## src/rtl/rv32_pkg.sv

```systemverilog
// Shared RV32 definitions: ALU op encodings plus the multiply/divide unit's
// op encodings, FSM states and iteration count.
package rv32_pkg;

  typedef enum logic [3:0] {
    ALU_ADD  = 4'd0,
    ALU_SUB  = 4'd1,
    ALU_SLL  = 4'd2,
    ALU_SLT  = 4'd3,
    ALU_SLTU = 4'd4,
    ALU_XOR  = 4'd5,
    ALU_SRL  = 4'd6,
    ALU_SRA  = 4'd7,
    ALU_OR   = 4'd8,
    ALU_AND  = 4'd9
  } alu_op_t;

  typedef enum logic [2:0] {
    OP_MUL    = 3'd0,
    OP_MULH   = 3'd1,
    OP_MULHSU = 3'd2,
    OP_MULHU  = 3'd3,
    OP_DIV    = 3'd4,
    OP_DIVU   = 3'd5,
    OP_REM    = 3'd6,
    OP_REMU   = 3'd7
  } muldiv_op_t;

  typedef enum logic [1:0] {
    IDLE = 2'd0,
    CALC = 2'd1,
    DONE = 2'd2
  } muldiv_state_t;

  localparam int MULDIV_ITERS = 32;

endpackage

```

## src/rtl/rv32m_muldiv_if.sv

```systemverilog
// Request/response channels between the datapath (master) and the
// multiply/divide unit (slave), plus busy and FSM state for observation.
interface rv32m_muldiv_if;
  import rv32_pkg::*;

  // A transfer happens on a rising edge where valid && ready; the sender keeps
  // its payload stable while valid is high and ready is low.
  logic          req_valid;
  logic          req_ready;
  muldiv_op_t    req_op;
  logic [31:0]   req_a;
  logic [31:0]   req_b;
  logic          resp_valid;
  logic          resp_ready;
  logic [31:0]   resp_y;
  logic          busy;
  muldiv_state_t dbg_state;

  modport master (
    output req_valid, req_op, req_a, req_b, resp_ready,
    input  req_ready, resp_valid, resp_y, busy, dbg_state
  );

  modport slave (
    input  req_valid, req_op, req_a, req_b, resp_ready,
    output req_ready, resp_valid, resp_y, busy, dbg_state
  );

endinterface

```

## src/rtl/muldiv_step.sv

```systemverilog
// One radix-2 iteration: LSB-first shift-add for multiply, MSB-first
// restoring subtract for divide, on unsigned magnitudes.
module muldiv_step (
  input  logic        is_div,
  input  logic [31:0] acc_hi,
  input  logic [31:0] acc_lo,
  input  logic [31:0] operand,
  output logic [31:0] nxt_hi,
  output logic [31:0] nxt_lo
);

  logic [32:0] sum;
  logic [32:0] shifted;
  logic [31:0] diff;
  logic        ge;

  always_comb begin
    sum     = {1'b0, acc_hi} + (acc_lo[0] ? {1'b0, operand} : 33'd0);
    // 33-bit partial remainder; when it fits the divisor the result is < 2^32
    shifted = {acc_hi, acc_lo[31]};
    ge      = shifted[32] | (shifted[31:0] >= operand);
    diff    = shifted[31:0] - operand;
    nxt_hi  = sum[32:1];
    nxt_lo  = {sum[0], acc_lo[31:1]};
    if (is_div) begin
      nxt_hi = ge ? diff : shifted[31:0];
      nxt_lo = {acc_lo[30:0], ge};
    end
  end

endmodule

```

## src/rtl/rv32m_muldiv.sv

```systemverilog
// Iterative RV32M multiply/divide unit: operands become magnitudes at
// acceptance, 32 radix-2 steps run in CALC, sign is restored on completion.
module rv32m_muldiv
  import rv32_pkg::*;
#(
  parameter int XLEN = 32
) (
  input logic            clk,
  input logic            rst_n,
  rv32m_muldiv_if.slave  bus
);

  muldiv_state_t   state;
  logic [4:0]      cnt;
  muldiv_op_t      op;
  logic            neg_res;
  logic [XLEN-1:0] acc_hi, acc_lo, operand, y_q;

  logic            a_sgn, b_sgn, neg_a, neg_b, neg_in, fast;
  logic [XLEN-1:0] mag_a, mag_b, fast_y, step_hi, step_lo, q_s, r_s, done_y;
  logic [63:0]     prod, prod_s;

  always_comb begin
    a_sgn  = bus.req_op inside {OP_MUL, OP_MULH, OP_MULHSU, OP_DIV, OP_REM};
    b_sgn  = bus.req_op inside {OP_MUL, OP_MULH, OP_DIV, OP_REM};
    neg_a  = a_sgn & bus.req_a[31];
    neg_b  = b_sgn & bus.req_b[31];
    mag_a  = neg_a ? (~bus.req_a + 32'd1) : bus.req_a;
    mag_b  = neg_b ? (~bus.req_b + 32'd1) : bus.req_b;
    // Remainder takes the dividend's sign; product and quotient the xor
    neg_in = (bus.req_op inside {OP_REM, OP_REMU}) ? neg_a : (neg_a ^ neg_b);
    fast   = 1'b0;
    fast_y = '0;
    if (bus.req_op[2] && bus.req_b == 32'd0) begin
      fast   = 1'b1;
      fast_y = bus.req_op[1] ? bus.req_a : 32'hFFFF_FFFF;
    end else if ((bus.req_op == OP_DIV || bus.req_op == OP_REM) &&
                 bus.req_a == 32'h8000_0000 && bus.req_b == 32'hFFFF_FFFF) begin
      fast   = 1'b1;
      fast_y = bus.req_op[1] ? 32'd0 : 32'h8000_0000;
    end
  end

  muldiv_step u_step (
    .is_div  (op[2]),
    .acc_hi  (acc_hi),
    .acc_lo  (acc_lo),
    .operand (operand),
    .nxt_hi  (step_hi),
    .nxt_lo  (step_lo)
  );

  always_comb begin
    prod   = {step_hi, step_lo};
    prod_s = neg_res ? (~prod + 64'd1) : prod;
    q_s    = neg_res ? (~step_lo + 32'd1) : step_lo;
    r_s    = neg_res ? (~step_hi + 32'd1) : step_hi;
    unique case (op)
      OP_MUL:                       done_y = prod_s[31:0];
      OP_MULH, OP_MULHSU, OP_MULHU: done_y = prod_s[63:32];
      OP_DIV, OP_DIVU:              done_y = q_s;
      default:                      done_y = r_s;
    endcase
  end

  always_ff @(posedge clk or negedge rst_n) begin
    if (!rst_n) begin
      state   <= IDLE;
      cnt     <= '0;
      op      <= OP_MUL;
      neg_res <= 1'b0;
      acc_hi  <= '0;
      acc_lo  <= '0;
      operand <= '0;
      y_q     <= '0;
    end else begin
      unique case (state)
        IDLE: if (bus.req_valid) begin
          op      <= bus.req_op;
          neg_res <= neg_in;
          cnt     <= '0;
          if (fast) begin
            y_q   <= fast_y;
            state <= DONE;
          end else begin
            // Multiplier and dividend both start in the low accumulator
            acc_hi  <= '0;
            acc_lo  <= mag_a;
            operand <= mag_b;
            state   <= CALC;
          end
        end
        CALC: begin
          acc_hi <= step_hi;
          acc_lo <= step_lo;
          cnt    <= cnt + 5'd1;
          if (cnt == 5'(MULDIV_ITERS - 1)) begin
            y_q   <= done_y;
            state <= DONE;
          end
        end
        DONE: if (bus.resp_ready) state <= IDLE;
        default: state <= IDLE;
      endcase
    end
  end

  assign bus.req_ready  = (state == IDLE);
  assign bus.resp_valid = (state == DONE);
  assign bus.busy       = (state != IDLE);
  assign bus.resp_y     = y_q;
  assign bus.dbg_state  = state;

endmodule

```

## src/flat_wrapper.sv

```systemverilog
// flat-port wrapper written by rule: the top's interface ports become plain ports
module rv32m_muldiv_flat import rv32_pkg::*;
#(
  parameter int XLEN = 32
)
  (clk, rst_n, bus_req_valid, bus_req_op, bus_req_a, bus_req_b, bus_resp_ready, bus_req_ready, bus_resp_valid, bus_resp_y, bus_busy, bus_dbg_state);
  rv32m_muldiv_if bus_i ();
  input logic clk;
  input logic rst_n;
  input wire logic [$bits(bus_i.req_valid)-1:0] bus_req_valid;
  input wire logic [$bits(bus_i.req_op)-1:0] bus_req_op;
  input wire logic [$bits(bus_i.req_a)-1:0] bus_req_a;
  input wire logic [$bits(bus_i.req_b)-1:0] bus_req_b;
  input wire logic [$bits(bus_i.resp_ready)-1:0] bus_resp_ready;
  output wire logic [$bits(bus_i.req_ready)-1:0] bus_req_ready;
  output wire logic [$bits(bus_i.resp_valid)-1:0] bus_resp_valid;
  output wire logic [$bits(bus_i.resp_y)-1:0] bus_resp_y;
  output wire logic [$bits(bus_i.busy)-1:0] bus_busy;
  output wire logic [$bits(bus_i.dbg_state)-1:0] bus_dbg_state;
  assign bus_i.req_valid = bus_req_valid;
  assign bus_i.req_op = bus_req_op;
  assign bus_i.req_a = bus_req_a;
  assign bus_i.req_b = bus_req_b;
  assign bus_i.resp_ready = bus_resp_ready;
  assign bus_req_ready = bus_i.req_ready;
  assign bus_resp_valid = bus_i.resp_valid;
  assign bus_resp_y = bus_i.resp_y;
  assign bus_busy = bus_i.busy;
  assign bus_dbg_state = bus_i.dbg_state;
  rv32m_muldiv #(.XLEN(XLEN)) u_core (.clk(clk), .rst_n(rst_n), .bus(bus_i));
endmodule
```

## config.mk

```make
export PLATFORM = sky130hd
export DESIGN_NAME = rv32m_muldiv_flat
export DESIGN_NICKNAME = d
export VERILOG_FILES = /design/src/rtl/rv32_pkg.sv /design/src/rtl/rv32m_muldiv_if.sv /design/src/rtl/muldiv_step.sv /design/src/rtl/rv32m_muldiv.sv /design/src/flat_wrapper.sv
export SDC_FILE = /design/constraint.sdc
export NUM_CORES = 1
export LEC_CHECK = 0
export CAP_MARGIN = 40
export CORE_MARGIN = 4
export CORE_UTILIZATION = 60
export DETAILED_ROUTE_END_ITERATION = 6
export DONT_BUFFER_PORTS = 1
export GPL_TIMING_DRIVEN = 0
export PLACE_DENSITY = 0.76
export SYNTH_ARGS = -nofsm -noshare
export SYNTH_HDL_FRONTEND = slang
export SYNTH_SLANG_ARGS = --single-unit
```

## constraint.sdc

```tcl
create_clock -name clk -period 6.7 [get_ports clk]
set_input_delay 1.005 -clock clk [delete_from_list [all_inputs] [get_ports clk]]
set_output_delay 1.005 -clock clk [all_outputs]
set_load 0.005 [all_outputs]
```

== Word level (Yosys, flattened, before mapping) ==
Cells that the tools add are included.
Widths: inputs -> output; s select.
Cells by class
  add/sub/neg operators: 8
  $lt $le $gt $ge: 1
  eq/ne operators: 20
  muxes and demuxes: 34
  bitwise operators: 10
  reductions and logical operators: 21
Operators by type and width (count)
  $mux 32: 19
  $pmux 32 s2: 3
  $add 32x1->32 const B: 4
  $not 32->32: 4
  $pmux 32 s3: 1
  $add 64x1->64 const B: 1
  $eq 32x32->1 const B: 2
  $mux 64: 1
  $not 64->64: 1
  $add 32x33->33: 1
  $ge 32x32->1: 1
  $logic_not 32->1: 1
  $sub 32x32->32: 1
  $eq 3x3->1 const B: 5
  $pmux 5 s2: 1
  $eq 3x2->1 const B: 3
  $reduce_and 3->1: 3
  $mux 2: 4
  $eq 3x1->1 const B: 2
  $logic_not 3->1: 2
  $ne 2x2->1 const B: 3
  $pmux 2 s3: 1
  $reduce_bool 2->1: 3
  $add 5x1->5 const B: 1
  other kinds (19): 26
Storage, ports and cells
  flip-flop bits (word level): 139
  output and inout bits: 37

== Logic depth before layout (Yosys ltp) ==
  word-level depth: 10
  depth in mapped cells: 26
  gate-level depth less buffers: 23

== By module ==
A second synthesis with hierarchy kept.
Unflattened totals
  cells, all modules: 1865
  area, all modules: 14447.6 sq um
Modules (own cells, without submodules)
  rv32m_muldiv: times used 1, cells each 1216, area an instance 9974.6 sq um, sequential area each 3478.3 sq um
  muldiv_step: times used 1, cells each 649, area an instance 4473.0 sq um, sequential area each 0.0 sq um

== Worst setup path after synthesis ==
OpenSTA, ideal clock, no wires.
  path type: flip-flop to flip-flop
  from: reg u_core.op[2]
  to: reg u_core.y_q[8], in the netlist u_core.bus.resp_y[8]
  arrival: 4.744 ns
  setup slack: 1.814 ns
  cell stages (with the launch flop): 22
  path through: dfrtp_1 -> clkbuf_1 -> buf_2 -> buf_2 -> buf_2 -> buf_2 -> buf_1 -> clkbuf_1 -> buf_1 -> mux2i_1 -> ha_1 -> o2111a_1 -> nand4_1 -> nand2b_1 -> nand2b_1 -> nand2b_1 -> clkbuf_1 -> and2_1 -> o41ai_1 -> mux2i_1 -> a21oi_1 -> o221ai_1
Between the ends
  cells in the longest elaborated chain, start to end: 7
  elaborated cells on any way between the ends: 22
RTL lines
  from (decl): RTL line rv32m_muldiv.sv:15  | muldiv_op_t op;
  from (signal assigned): RTL line rv32m_muldiv.sv:79  | op <= bus.req_op;
  $mux 32: RTL line muldiv_step.sv:25  | if (is_div) begin
  $not 64->64, or another cell as far along: RTL line rv32m_muldiv.sv:55  | prod_s = neg_res ? (~prod + 64'd1) : prod;
  $add 64x1->64, or another cell as far along: RTL line rv32m_muldiv.sv:55
  $mux 64, or another cell as far along: RTL line rv32m_muldiv.sv:55
  $pmux 32 s3 (*): RTL line rv32m_muldiv.sv:58  | unique case (op)
  $mux 32 (*): RTL line rv32m_muldiv.sv:97  | if (cnt == 5'(MULDIV_ITERS - 1)) begin
  $pmux 32 s2 (*): RTL line rv32m_muldiv.sv:77  | unique case (state)
  to (signal assigned): RTL line rv32m_muldiv.sv:83  | y_q <= fast_y;
  to (signal assigned): RTL line rv32m_muldiv.sv:98  | y_q <= done_y;
  to (decl): RTL line rv32m_muldiv.sv:17  | logic [XLEN-1:0] acc_hi, acc_lo, operand, y_q;
Mark *: on every way between the ends. The rest lies on a longest branch, timed or not. The select of a mux whose other input is x is not followed.
A chain may end at the register's enable or synchronous reset.

== Final worst setup path ==
  from: reg u_core.acc_hi[16]
  to: reg u_core.y_q[2], in the netlist u_core.bus.resp_y[2]
Between the ends
  cells in the longest elaborated chain, start to end: 10
  elaborated cells on any way between the ends: 17
RTL lines
  from (decl): RTL line rv32m_muldiv.sv:17
  from (signal assigned): RTL line rv32m_muldiv.sv:94  | acc_hi <= step_hi;
  $ge 32x32->1 (*): RTL line muldiv_step.sv:21  | ge = shifted[32] | (shifted[31:0] >= operand);
  $or 1x1->1 (*): RTL line muldiv_step.sv:21
  $mux 32: RTL line muldiv_step.sv:26  | nxt_hi = ge ? diff : shifted[31:0];
  $mux 32: RTL line muldiv_step.sv:25
  $not 64->64 / $not 32->32 (equally long branches): RTL line rv32m_muldiv.sv:55, rv32m_muldiv.sv:57
  $add 64x1->64 / $add 32x1->32 (equally long branches): RTL line rv32m_muldiv.sv:55, rv32m_muldiv.sv:57
  $mux 64 / $mux 32 (equally long branches): RTL line rv32m_muldiv.sv:55, rv32m_muldiv.sv:57
  $pmux 32 s3 (*): RTL line rv32m_muldiv.sv:58
  $mux 32 (*): RTL line rv32m_muldiv.sv:97
  $pmux 32 s2 (*): RTL line rv32m_muldiv.sv:77
Marked as above.

==> impl_metrics.ini <==
[outcome]
status = complete, no violations

[yosys]
synthMuxAreaShare = 0.0344
synthAdderAreaFrac = 0.0610
yosys.area_share.simple = 0.229
synth-seq-cells = 139
synth_edf_count = 0
synthFlopType = dfrtp_1
synthArstFlopShare = 1.00
syn-num-nets = 2178
syn_area_um2 = 15200
yosys_warnings = 0
postSynthAreaPerCell_um2 = 7.48
synth-xor-area-share = 0.0869
synth_top_family_by_area = compound AO/OA/AOI/OAI gates
synthDistinctLibCells = 105
ys_seq_area_frac = 0.228
netlist_instances = 2034
synth_compound_area_frac = 0.307

[finish]
drive_gt1_frac = 0.0633
utilization = 0.651
syn2layout_area_growth_pct = 7.13
finalNetCount = 2200
final_cells = 2399
antennaDiodeCount = 0

[place]
dpl.hpwl_um = 51600
routabilityCongestion = 1.09
port_buffers = 0
place_inst = 2371
place_ws_ns = -0.799

[grt]
grt_pass1_vias = 16100
gr-total-overflow = 0
antenna_found_initial = 0
grt_usage = 0.449
grt_pass1_wl_um = 97400
grt_max_degree = 140

[cts]
clk_pin_slew_ns = 0.08
clock-sinks = 139
postCtsSetupBuffers = 0
cts_made_buffers = 17
clk_latency_ns = 0.45
hold_buffers = 0
tritoncts = built
cts_buffer_depth = 2
cts_resized = 1
cts_root_buf = clkbuf_16
ctsHtreeMaxLevel = 4

[critical_path]
r2r_start = u_core.acc_hi[16]
required_ns = 7.08
cp-start-kind = register
worst_r2r_path_depth = 21
setup.worst_path.end = u_core.bus.resp_y[2]
critical_path.max_fanout = 10
setup.worst_path.start = u_core.acc_hi[16]
reg2reg_to = u_core.bus.resp_y[2]
end_kind = register
r2r_slack_ns = 0.13
worstPathArrival_ns = 6.95
path_class = register to register

[timing]
slew_headroom = 0.366
worst_pin_slew_ns = 0.946
fmax_mhz = 152
rsz0062_at_grt = false
fin_crit_ns = 6.57
worst_slack_ns = 0.131
final-hold-violation-count = 0
final_max_slew_viol_count = 0
finClkSkew_ns = 0.0171
post-route-period-util = 0.980
setup_violations = 0

[routing]
vias = 17300
drtIter0Drc = 2855
wirelength_um = 65300
wire_per_inst_um = 27.2
via_per_inst = 7.21
drc_errors = 0
ant_nets = 0
dr.pass1.iters = 7

[die]
die_area_um2 = 28000
core_um2 = 25000
num_io_pins = 108
chipWidth_um = 167
dieHeight_um = 167
rows = 58
start_util = 0.608

[run]
drv_cap = 0

[worst_hold_path]
hold_path_class = input port to async pin
==> worst max-delay path: stages, from the launching register on <==
cell	delay (ns)
dfrtp_1	0.46
ha_1	0.42
a21oi_1	0.32
o21ai_1	0.17
o311a_1	0.33
nor2_2	0.59
o21ai_4	0.15
buf_6	0.20
nand2_1	0.21
a21boi_0	0.33
ha_1	0.32
o2111a_1	0.26
nand4_1	0.30
nand2b_1	0.36
nand2b_1	0.23
nand2b_2	0.37
and2_1	0.33
o21ai_0	0.23
nand2_1	0.09
a311oi_1	0.47
nor2b_1	0.17
o21ai_0	0.17
==> cells in the mapped netlist (7+ instances only) <==
master | n | share of area
xnor2_1 | 95 | 0.055
ha_1 | 71 | 0.058
a21boi_0 | 8 | 0.0039
or3_1 | 19 | 0.0078
o21ai_1 | 15 | 0.0049
a21o_1 | 17 | 0.0084
o21ai_0 | 212 | 0.070
and2_1 | 40 | 0.016
o22ai_1 | 28 | 0.012
nor4_1 | 13 | 0.0053
a211oi_1 | 20 | 0.0099
nor3_1 | 58 | 0.019
dfrtp_1 | 139 | 0.23
o211a_1 | 8 | 0.0053
inv_1 | 77 | 0.019
nand3_1 | 36 | 0.012
nor3b_1 | 7 | 0.0035
a21oi_1 | 162 | 0.053
o21a_1 | 18 | 0.0089
nand2_1 | 252 | 0.062
nand2b_1 | 22 | 0.0090
o41ai_1 | 9 | 0.0052
or4_1 | 12 | 0.0059
buf_1 | 9 | 0.0022
mux2i_1 | 37 | 0.024
o2111ai_1 | 9 | 0.0052
a31oi_1 | 22 | 0.0090
buf_2 | 12 | 0.0039
mux2_2 | 11 | 0.0081
clkbuf_1 | 95 | 0.023
nor2_1 | 142 | 0.035
nor2b_1 | 15 | 0.0062
nand4_1 | 27 | 0.011
o211ai_1 | 48 | 0.024
o31ai_1 | 40 | 0.020
xor2_1 | 56 | 0.032
o221ai_1 | 12 | 0.0069
and3_1 | 12 | 0.0049
==> final cells by class <==
class	count	area, µm²
repair buffers	7	60.1
clock inverters	14	176
fillers	2237	8730
plain buffers	118	503
well taps	330	413
multi-input cells	1695	10900
clock buffers	18	439
inverters	78	293
flip-flops and latches	139	3480
==> cell usage in the layout (no fill, tap or decap), drive strengths merged, types with 63 or more instances in the layout <==
cell type / count
nand2: 255
o21ai: 229
a21oi: 167
nor2: 143
dfrtp: 139
clkbuf: 111
xnor2: 95
inv: 85
ha: 71
nor3: 63
==> registers in the layout (all words and copies together) (netlist names) <==
name and count:
u_core.operand 32, u_core.neg_res 1, u_core.cnt 5, u_core.op 3
u_core.acc_lo 32, u_core.acc_hi 32, u_core.bus.dbg_state 2, u_core.bus.resp_y 32
==> how the worst min path moves through the flow <==
| stage | startpoint | end | slack (ns) |
|---|---|---|---|
| 2_1_floorplan | u_core.cnt[4] | u_core.cnt[4] | 0.47 |
| 3_3_place_gp | u_core.cnt[4] | u_core.cnt[4] | 0.49 |
| 3_5_place_dp | u_core.cnt[4] | u_core.cnt[4] | 0.49 |
| 4_1_cts | rst_n | u_core.acc_hi[29] | 0.26 |
| 5_1_grt | rst_n | u_core.operand[14] | 0.25 |
| 6_report | rst_n | u_core.operand[19] | 0.26 |
==> stage by stage <==
stage | area [µm²] | hold WS, ns | TNS [ns]
final | 16300 | 0.260 | 0
after global routing | 16300 | 0.253 | 0
after CTS | 16300 | 0.256 | 0
after detailed placement | 15700 | 0.493 | -7.70
after global placement | 15600 | 0.490 | -7.82
after floorplan | 15200 | 0.473 | 0
==> logic make-up after synthesis <==
kind of cell               Yosys count
muxes                               50
buffers and inverters              200
and+or+nand+nor                    702
adders and majority gates           73
xor gates and xnor gates           151
AOI/OAI and AO/OA                  719
DFF                                139
==> layer usage <==
metal | GRT usage | share of wire
met1 | 0.609 | 0.39
met2 | 0.646 | 0.41
met3 | 0.175 | 0.16
met4 | 0.172 | 0.047
met5 | 0 | 0
Power is left out: the tool's default activity adds up to more than one toggle a clock period on the data nets, which glitch-free logic cannot reach.
